$ cat src/rtl/mul_seq_if.sv
// mul_seq_if: request/response bundle for the sequential multiplier.
//   req_valid/req_ready : request handshake carrying op, a, b
//   flush               : abort whatever is in flight
//   resp_valid/resp_ready : response handshake carrying result
//   busy                : block is not idle
// master = requester/consumer side, slave = mul_seq.
interface mul_seq_if #(
    parameter int WIDTH = 32
);
    logic             req_valid;
    logic             req_ready;
    logic [1:0]       op;
    logic [WIDTH-1:0] a;
    logic [WIDTH-1:0] b;
    logic             flush;
    logic             resp_valid;
    logic             resp_ready;
    logic [WIDTH-1:0] result;
    logic             busy;

    modport master (
        output req_valid, op, a, b, flush, resp_ready,
        input  req_ready, resp_valid, result, busy
    );

    modport slave (
        input  req_valid, op, a, b, flush, resp_ready,
        output req_ready, resp_valid, result, busy
    );
endinterface

$ cat src/rtl/mul_seq.sv
// mul_seq: radix-2 shift-add multiplier, one multiplier bit per cycle.
//   op 00 MUL    : low half of a*b
//   op 01 MULH   : high half, signed x signed
//   op 10 MULHSU : high half, signed a x unsigned b
//   op 11 MULHU  : high half, unsigned x unsigned
// Ports: clk, rst_n (async, active low), bus (mul_seq_if.slave).
// Signed operands are reduced to magnitudes at accept; the sign is restored
// by a one-cycle two's complement (FIX) of the full product when needed.
module mul_seq #(
    parameter int WIDTH = 32
) (
    input  logic       clk,
    input  logic       rst_n,
    mul_seq_if.slave   bus
);
    localparam int CW = (WIDTH > 1) ? $clog2(WIDTH) : 1;
    localparam logic [WIDTH-1:0]   ONE  = {{(WIDTH-1){1'b0}}, 1'b1};
    localparam logic [2*WIDTH-1:0] ONE2 = {{(2*WIDTH-1){1'b0}}, 1'b1};

    typedef enum logic [1:0] {IDLE, CALC, FIX, DONE} state_t;

    state_t           state, state_nxt;
    logic [1:0]       op_q;
    logic [WIDTH-1:0] hi, lo, mcand;
    logic             neg;
    logic [CW-1:0]    cnt;
    logic             last;   // set on the final shift-add step

    logic             accept;
    logic             a_sgn, b_sgn;
    logic [WIDTH-1:0] a_mag, b_mag;
    logic [WIDTH:0]   sum;

    assign accept = bus.req_valid && (state == IDLE) && !bus.flush;

    // Only operands treated as signed contribute a sign; -2^(W-1) negates to
    // itself, which read as unsigned is exactly its magnitude.
    assign a_sgn = (bus.op == 2'b01 || bus.op == 2'b10) && bus.a[WIDTH-1];
    assign b_sgn = (bus.op == 2'b01) && bus.b[WIDTH-1];
    assign a_mag = a_sgn ? (~bus.a + ONE) : bus.a;
    assign b_mag = b_sgn ? (~bus.b + ONE) : bus.b;

    // Single adder; carry-out becomes the bit shifted into hi's MSB.
    assign sum = lo[0] ? ({1'b0, hi} + {1'b0, mcand}) : {1'b0, hi};

    // State register
    always_ff @(posedge clk or negedge rst_n) begin
        if (!rst_n) state <= IDLE;
        else        state <= state_nxt;
    end

    // Next-state logic
    always_comb begin
        state_nxt = state;
        if (bus.flush) begin
            state_nxt = IDLE;
        end else begin
            case (state)
                IDLE: if (accept) state_nxt = CALC;
                // Exit decided from the registered last-step flag, one cycle
                // after the final step, keeping the counter compare off the
                // state transition path.
                CALC: if (last) state_nxt = neg ? FIX : DONE;
                FIX:  state_nxt = DONE;
                DONE: if (bus.resp_ready) state_nxt = IDLE;
                default: state_nxt = IDLE;
            endcase
        end
    end

    // Outputs
    always_comb begin
        bus.req_ready  = (state == IDLE);
        bus.busy       = (state != IDLE);
        bus.resp_valid = (state == DONE);
        bus.result     = '0;
        if (state == DONE) bus.result = (op_q == 2'b00) ? lo : hi;
    end

    // Datapath
    always_ff @(posedge clk or negedge rst_n) begin
        if (!rst_n) begin
            op_q  <= '0;
            hi    <= '0;
            lo    <= '0;
            mcand <= '0;
            neg   <= 1'b0;
            cnt   <= '0;
            last  <= 1'b0;
        end else if (bus.flush) begin
            cnt  <= '0;
            last <= 1'b0;
        end else begin
            case (state)
                IDLE: if (accept) begin
                    op_q  <= bus.op;
                    mcand <= a_mag;
                    lo    <= b_mag;   // multiplier lives in lo, consumed LSB first
                    hi    <= '0;
                    neg   <= a_sgn ^ b_sgn;
                    cnt   <= '0;
                    last  <= 1'b0;
                end
                CALC: if (!last) begin
                    {hi, lo} <= {sum, lo[WIDTH-1:1]};
                    last     <= (cnt == CW'(WIDTH-1));
                    cnt      <= (cnt == CW'(WIDTH-1)) ? '0 : cnt + CW'(1);
                end
                FIX:  {hi, lo} <= ~{hi, lo} + ONE2;
                default: ;
            endcase
        end
    end
endmodule
$ cat src/flat_wrapper.sv
// flat-port wrapper written by rule: the top's interface ports become plain ports
module mul_seq_flat 
#(
    parameter int WIDTH = 32
)
  (clk, rst_n, bus_req_valid, bus_op, bus_a, bus_b, bus_flush, bus_resp_ready, bus_req_ready, bus_resp_valid, bus_result, bus_busy);
  mul_seq_if #(.WIDTH(WIDTH)) bus_i ();
  input  logic clk;
  input  logic rst_n;
  input wire logic [$bits(bus_i.req_valid)-1:0] bus_req_valid;
  input wire logic [$bits(bus_i.op)-1:0] bus_op;
  input wire logic [$bits(bus_i.a)-1:0] bus_a;
  input wire logic [$bits(bus_i.b)-1:0] bus_b;
  input wire logic [$bits(bus_i.flush)-1:0] bus_flush;
  input wire logic [$bits(bus_i.resp_ready)-1:0] bus_resp_ready;
  output wire logic [$bits(bus_i.req_ready)-1:0] bus_req_ready;
  output wire logic [$bits(bus_i.resp_valid)-1:0] bus_resp_valid;
  output wire logic [$bits(bus_i.result)-1:0] bus_result;
  output wire logic [$bits(bus_i.busy)-1:0] bus_busy;
  assign bus_i.req_valid = bus_req_valid;
  assign bus_i.op = bus_op;
  assign bus_i.a = bus_a;
  assign bus_i.b = bus_b;
  assign bus_i.flush = bus_flush;
  assign bus_i.resp_ready = bus_resp_ready;
  assign bus_req_ready = bus_i.req_ready;
  assign bus_resp_valid = bus_i.resp_valid;
  assign bus_result = bus_i.result;
  assign bus_busy = bus_i.busy;
  mul_seq #(.WIDTH(WIDTH)) u_core (.clk(clk), .rst_n(rst_n), .bus(bus_i));
endmodule
$ cat config.mk
export PLATFORM = sky130hd
export DESIGN_NAME = mul_seq_flat
export DESIGN_NICKNAME = d
export VERILOG_FILES = /design/src/rtl/mul_seq_if.sv /design/src/rtl/mul_seq.sv /design/src/flat_wrapper.sv
export SDC_FILE = /design/constraint.sdc
export NUM_CORES = 1
export LEC_CHECK = 0
export ABC_AREA = 1
export CAP_MARGIN = 5
export CORE_UTILIZATION = 54
export DETAILED_ROUTE_END_ITERATION = 16
export GPL_TIMING_DRIVEN = 0
export PLACE_DENSITY = 0.81
export SYNTH_ARGS = -nofsm -noshare
export SYNTH_HDL_FRONTEND = slang
export SYNTH_SLANG_ARGS = --single-unit
export TNS_END_PERCENT = 5
$ cat constraint.sdc
create_clock -name clk -period 2.6 [get_ports clk]
set_clock_uncertainty 0.05 [all_clocks]
set_input_delay 0.52 -clock clk [delete_from_list [all_inputs] [get_ports clk]]
set_output_delay 0.52 -clock clk [all_outputs]
set_load 0.01 [all_outputs]
==> results of run 1 <==
[metal layers]
metal,wire length [um],global-route usage,vias to the layer above
li1,-,-,6951
met1,20500,0.607,6715
met2,18700,0.590,910
met3,6200,0.108,106
met4,1530,0.144,0
met5,0,0,-
[how the worst min path moves through the flow]
stage,start,end,depth (start not counted)
after floorplan,rst_n,u_core.cnt[0]$_DFFE_PN0P_,0
after global placement,u_core.op_q[0]$_DFFE_PN0P_,u_core.op_q[0]$_DFFE_PN0P_,2
after detailed placement,u_core.op_q[0]$_DFFE_PN0P_,u_core.op_q[0]$_DFFE_PN0P_,2
after CTS,rst_n,u_core.cnt[1]$_DFFE_PN0P_,1
after global routing,rst_n,u_core.state[0]$_DFFE_PN0P_,1
final,rst_n,u_core.last$_DFFE_PN0P_,1
[what timing repair did]
action                                  in CTS  in global routing
setup buffers                                4                  3
endpoints found under the setup margin     100                 85
pin swaps                                    2                  1
endpoints found under the hold margin        0                  0
gates resized for setup                     54                 42
[state kept, by name, summed over array words and instances, names as in the netlist]
name / count
u_core.last: 1
u_core.neg: 1
u_core.state: 2
u_core.lo: 32
u_core.mcand: 32
u_core.hi: 32
u_core.cnt: 5
u_core.op_q: 2
[power groups by stage]
stage	logic, mW	clock network, mW	registers, mW
2_1_floorplan	6.64	0	2.96
3_3_place_gp	9.33	0	3.33
6_report	10.2	1.52	3.38
4_1_cts	9.70	1.51	3.34
3_5_place_dp	9.49	0	3.35
5_1_grt	11.1	1.57	3.44
[cell families after synthesis]
group	share of synthesized area
AND/OR/NAND/NOR	0.421
flip-flops	0.226
buffers and inverters	0.113
adder cells (fa/ha/maj)	0.0471
XOR/XNOR	0.0266
AO/OA/AOI/OAI	0.165
[cell type report]
cell class | instances | share of cell area
inverters | 294 | 0.0804
well taps | 275 | 0.0249
clock inverters | 3 | 0.00471
multi-input cells | 1617 | 0.573
clock buffers | 10 | 0.0173
repair buffers | 113 | 0.0844
plain buffers | 59 | 0.0207
flip-flops and latches | 107 | 0.194
[metrics by stage]
| step | instances | setup TNS (ns) | power, mW | area [um^2] |
|---|---|---|---|---|
| detailed placement | 2459 | -43.91 | 12.8 | 13300 |
| floorplan | 2078 | 0 | 9.60 | 11800 |
| CTS | 2475 | 0 | 14.5 | 13700 |
| global placement | 2458 | -381.44 | 12.7 | 13200 |
| global route | 2478 | -3.12 | 16.1 | 13800 |
| finish | 2478 | -0.175 | 15.1 | 13800 |
[cells in the final DEF, fill, tap and decap left out, types with 9 or more instances in the layout]
cell	count
o21ai_0	135
clkbuf_16	9
nor2_4	11
clkbuf_1	25
xnor2_1	10
nand2_1	665
dfrtp_1	104
ha_1	40
o31ai_1	10
clkdlybuf4s50_1	75
o21ai_1	18
nor3_1	23
dlygate4sd2_1	16
nor2_2	9
dlymetal6s2s_1	13
nand4_1	32
clkbuf_2	12
buf_2	13
inv_1	288
o211ai_1	13
xor2_1	26
a21oi_1	150
nor2_1	206
nand3_1	187
[worst register-to-register path: stages (launching register included)]
cell	delay, ns
dfrtp_1	0.43
inv_1	0.12
ha_1	0.18
buf_2	0.20
inv_1	0.21
clkbuf_1	0.63
a21oi_1	0.08
o21ai_0	0.27
o21ai_1	0.14
nand2_1	0.14
nand3_1	0.09
==> run metrics, run 1 <==
status finished, violations left; failing checks negative setup slack; Fin. Hold Viols 0; Max stage delay on crit path 0.63 ns; critical path capture point type flip-flop; Clock Tree Buf Depth 2; top post-synthesis cells by area dfrtp_1, nand2_1, inv_1, nand3_1, nor2_1; final hold slack 0.119 ns; crit-path cells inv_1, ha_1, buf_2, inv_1, clkbuf_1, a21oi_1, o21ai_0, o21ai_1, nand2_1, nand3_1; max_slew headroom 0.333; CP most frequent cell inv_1; Final #Nets 2316; Setup crit end u_core.lo[31]$_DFFE_PN0P_; post-route setup slack -0.0431 ns; Layout Utilization 0.649; Synth top area share 0.226; Setup-failing EPs final 8; multi-input gate area in the final layout 7920 um^2; TritonRoute pass-1 iters 7; Buffers & Inverters on Critical Path 4; period utilization 1.02; clock sinks 107; Place WS -1.02 ns; Hold Path Class in -> async; DRC violations left 0; CTS tree yes; gr usage total 0.418; TritonCTS Buffers 9; htree depth 3; achievable frequency 378 MHz; area leader, netlist dfrtp_1; Die Span X 150 um; register area 2680 um^2; first-pass GRT wire length 71.1 mm; Die Height 150 um; root buf cell clkbuf_16; CP max stage cell clkbuf_1; Max Cap Viol 0; Commonest cells post-synth nand2_1, inv_1, nor2_1; Syn Nets 2193; fillers 2118; RSZ-0062 raised after global routing yes; Least-Margin Pin Slew 1.00 ns; Max IR drop VDD 867 uV; asr flop ratio synth 1.00; routability cong. 1.06; Starting DRT DRC Count 1839; Synth Register Bits 107; switching component of the power 8.72 mW; synthesized cell area 11800 um^2; Avg Vias per Cell 5.92; clock-pin slew on the worst setup and hold paths 0.08 ns; clock power share 0.101; Setup crit start kind flip-flop; Vias 14682; number of synthesized flops with an enable pin 0; largest net degree at the start of global routing 65; PortBufs 105; pwr dens 1090 nW/um^2; Clock Latency Late Sink 0.36 ns; core box area 21300 um^2; cell count after synthesis 2078; R2R cell count 10; P&R area growth vs syn 16.7%; synth warn 0; Avg Synthesized Cell Area 5.70 um^2; CP required 2.80 ns; switching share of power 0.578; final max-slew violation count 0; Row Count 53; post-synthesis sequential area ratio 0.226; Critical Path AT 2.84 ns; layout cells sized above 1 0.0522; launch point of the worst path u_core.state[1]$_DFFE_PN0P_; Yosys cell types 47; DP HPWL 38.0 mm; initial antenna violation count 1; worst-path maximum fanout 10; delay-heaviest family, CP buffers and inverters; vias in the first global route 13121; WL/cell 18.9 um; Starting Density 0.556; CP Depth 10; Register-to-Register Setup Slack -0.04 ns; post-route ant nets 0; crit path time final 2.64 ns; most common cell in the netlist nand2_1; Top FF cell, synth dfrtp_1; CTS Hold Buffers Added 0; power share of the combinational group 0.675; r2r endpoint u_core.lo[31]$_DFFE_PN0P_; Ant. Diodes 0; Seq pwr share 0.224; critical path class reg -> reg; Internal 6.36 mW; I/O Pins 106; WL final 46.9 mm; grt ovf 0; worst reg2reg path startpoint u_core.state[1]$_DFFE_PN0P_; die area 22500 um^2; Pleak 7.19 nW
(Power assumes the default switching activity.)
==> run 2, diff against run 1 <==
Settings changed: CORE_ASPECT_RATIO set to 2.
Clock period 2.6 ns to 2.35 ns, I/O delays scaled along.
==> run metrics, run 2 <==
area leader, netlist dfrtp_1 (unchanged); synthesized cell area 11800 um^2 (unchanged); largest net degree at the start of global routing 65; clock sinks 107 (unchanged); number of synthesized flops with an enable pin 0 (unchanged); most common cell in the netlist nand2_1 (unchanged); gr usage total 0.502; synth warn 0 (unchanged); status did not finish (was finished, violations left); Yosys cell types 47 (unchanged); DP HPWL 43.2 mm (was 38.0 mm); first-pass GRT wire length 84.6 mm; Die Span X 107 um (was 150 um); cell count after synthesis 2078 (unchanged); post-synthesis sequential area ratio 0.226 (unchanged); vias in the first global route 15429; Synth Register Bits 107 (unchanged); top post-synthesis cells by area dfrtp_1, nand2_1, inv_1, nand3_1, nor2_1 (unchanged); Row Count 76 (was 53); CTS Hold Buffers Added 0 (unchanged); Clock Tree Buf Depth 2 (unchanged); htree depth 3 (unchanged); Synth top area share 0.226 (unchanged); grt ovf 3; TritonCTS Buffers 9 (unchanged); Avg Synthesized Cell Area 5.70 um^2 (unchanged); Die Height 211 um (was 150 um); Syn Nets 2193 (unchanged); routability cong. 1.08 (was 1.06); Commonest cells post-synth nand2_1, inv_1, nor2_1 (unchanged); PortBufs 105 (unchanged); Log Error [ERROR GRT-0116] Global routing finished with congestion. Check the congestion regions in the DRC Viewer.; root buf cell clkbuf_16 (unchanged); I/O Pins 106 (unchanged); failing step global routing; asr flop ratio synth 1.00 (unchanged); Top FF cell, synth dfrtp_1 (unchanged); Starting Density 0.551 (was 0.556)
[run 2: cell counts after synthesis]
Identical to the previous run, type by type.
[run 2: timing repair]
item	4_1_cts
setup endpoints to repair	132
buffers inserted	10
resized for setup	175
pin swaps	7
[run 2: cells by family after synthesis]
family	after synthesis	synth area share
DFF	107	0.226
xor gates and xnor gates	36	0.0266
AOI/OAI and AO/OA	362	0.165
adders and majority gates	44	0.0471
buffers and inverters	354	0.113
and+or+nand+nor	1175	0.421
[run 2: routing by layer]
layer,GRT overflow,track usage
met1,0,0.447
met2,2,0.855
met3,0,0.118
met4,1,0.581
met5,0,0
[run 2: stage by stage]
step                setup TNS (ns)  hold WS (ns)  instance area (um^2)  worst slack [ns]  cells
detailed placement          -74.61         0.428                 13300             -1.21   2457
CTS                         -0.215        0.0576                 14000           -0.0779   2482
floorplan                        0         0.124                 11800            0.0195   2078
global placement           -441.06         0.411                 13200             -3.48   2456
==> run 3, diff against run 2 <==
Settings changed: CORE_ASPECT_RATIO 2 to unset, CORE_UTILIZATION 54 to 40, PLACE_DENSITY 0.81 to unset, PLACE_DENSITY_LB_ADDON set to 0.15.
Clock period 2.35 ns to 3.1 ns, I/O delays scaled along.
==> run metrics, run 3 (synthesis gave the netlist of run 1 again) <==
post-route ant nets 0; worst-path maximum fanout 11; Vias 14392; core box area 28900 um^2; critical path class reg -> out; Clock Latency Late Sink 0.38 ns; crit path time final 3.07 ns; layout cells sized above 1 0.0364; routability cong. 0.989 (was 1.08); final max-slew violation count 0; first-pass GRT wire length 76.7 mm; WL/cell 19.4 um; final std cells w/o fill 2584; initial antenna violation count 2; period utilization 0.991; P&R area growth vs syn 16.1%; largest registers u_core.hi: 32 flops, u_core.lo: 32 flops, u_core.mcand: 32 flops; DRC violations left 0; Starting DRT DRC Count 1387; gr usage total 0.331; Buffers & Inverters on Critical Path 2; CP max stage cell clkdlybuf4s50_1; Max Cap Viol 0; CTS Hold Buffers Added 0 (unchanged); htree depth 3 (unchanged); WL final 50.2 mm; pwr dens 914 nW/um^2; launch point of the worst path u_core.op_q[1]$_DFFE_PN0P_; Critical Path AT 2.40 ns; Die Span X 174 um (was 107 um); critical path capture point type primary output; Starting Density 0.409 (was 0.551); Avg Vias per Cell 5.57; Setup crit start kind flip-flop; crit-path cells nor2_4, clkbuf_1, o21ai_0, a21oi_1, clkdlybuf4s50_1; PortBufs 105 (unchanged); most frequent cells in the layout nand2_1, inv_1, nor2_1; delay-heaviest family, CP buffers and inverters; R2R cell count 14; root buf cell clkbuf_16 (unchanged); Final #Nets 2309; clock sinks 107 (unchanged); worst reg2reg path startpoint u_core.lo[0]$_DFFE_PN0P_; Hold Path Class in -> async; Max IR drop VDD 488 uV; DP HPWL 41.3 mm (was 43.2 mm); DP Cell Count 2568 (was 2457); I/O Pins 106 (unchanged); Setup crit end bus_result[24]; largest net degree at the start of global routing 67; most common cell after layout, fill and taps aside nand2_1; Setup Fix Bufs, Post-CTS 0 (was 10); achievable frequency 325 MHz; Fin. Hold Viols 0; vias in the first global route 13041; CP Depth 5; RSZ-0062 raised after global routing yes; CP required 2.43 ns; max_slew headroom 0.217; clock-pin slew on the worst setup and hold paths 0.08 ns; TritonRoute pass-1 iters 7; TritonCTS Buffers 9 (unchanged); grt ovf 0; Clock Tree Buf Depth 2 (unchanged); die area 30300 um^2; Die Height 174 um (was 211 um); Pleak 6.74 nW; r2r endpoint u_core.hi[4]$_DFFE_PN0P_; Max stage delay on crit path 0.57 ns; Layout Utilization 0.475; CTS tree yes; status complete, no violations (was did not finish); Setup-failing EPs final 0; Least-Margin Pin Slew 1.17 ns; Row Count 62 (was 76); Register-to-Register Setup Slack 0.09 ns
-- run 3: worst min-delay path by stage --
stage | depth (start not counted) | to
after CTS | 1 | u_core.last$_DFFE_PN0P_
after global placement | 2 | u_core.op_q[0]$_DFFE_PN0P_
after detailed placement | 2 | u_core.op_q[0]$_DFFE_PN0P_
final | 1 | u_core.last$_DFFE_PN0P_
after floorplan | 0 | u_core.cnt[0]$_DFFE_PN0P_
after global routing | 1 | u_core.cnt[1]$_DFFE_PN0P_
-- run 3: area by class of cell --
cell class	count	area, um^2
sequential	107	2680
clock inverter	4	51.3
buffer	59	248
tap	384	480
antenna	2	5.00
clock buffer	11	243
multi-input combinational	1617	7860
fill	3178	15200
timing repair buffer	106	1080
inverter	294	1100
-- run 3: power by group --
| group | total (mW) | switching (mW) | internal, mW |
|---|---|---|---|
| clock network | 1.26 | 0.615 | 0.647 |
| logic | 8.46 | 5.95 | 2.51 |
| registers | 2.85 | 0.835 | 2.01 |
-- run 3: per-layer routing --
layer / vias up / GRT usage / wire, um
met4: 0 / 0.0797 / 839
li1: 6947 / - / -
met1: 6831 / 0.522 / 24900
met5: - / 0 / 0
met2: 563 / 0.462 / 20200
met3: 51 / 0.0479 / 4290
-- run 3: what timing repair did --
item                                    in CTS  in global routing
endpoints found under the setup margin      60                 43
cloned                                       0                  0
resized for setup                            8                 16
-- run 3: metrics by stage --
| step | hold slack, ns | TNS, ns | power (mW) | area [um^2] | setup slack [ns] |
|---|---|---|---|---|---|
| after CTS | 0.121 | -0.00641 | 12.3 | 13700 | -0.00641 |
| after detailed placement | 0.426 | -12.43 | 11.0 | 13400 | -0.690 |
| after global routing | 0.142 | -0.509 | 13.6 | 13700 | -0.0793 |
| after global placement | 0.411 | -346.40 | 11.0 | 13400 | -3.15 |
| after floorplan | 0.274 | 0 | 8.06 | 11800 | 0.683 |
| final | 0.100 | 0 | 12.6 | 13700 | 0.0273 |
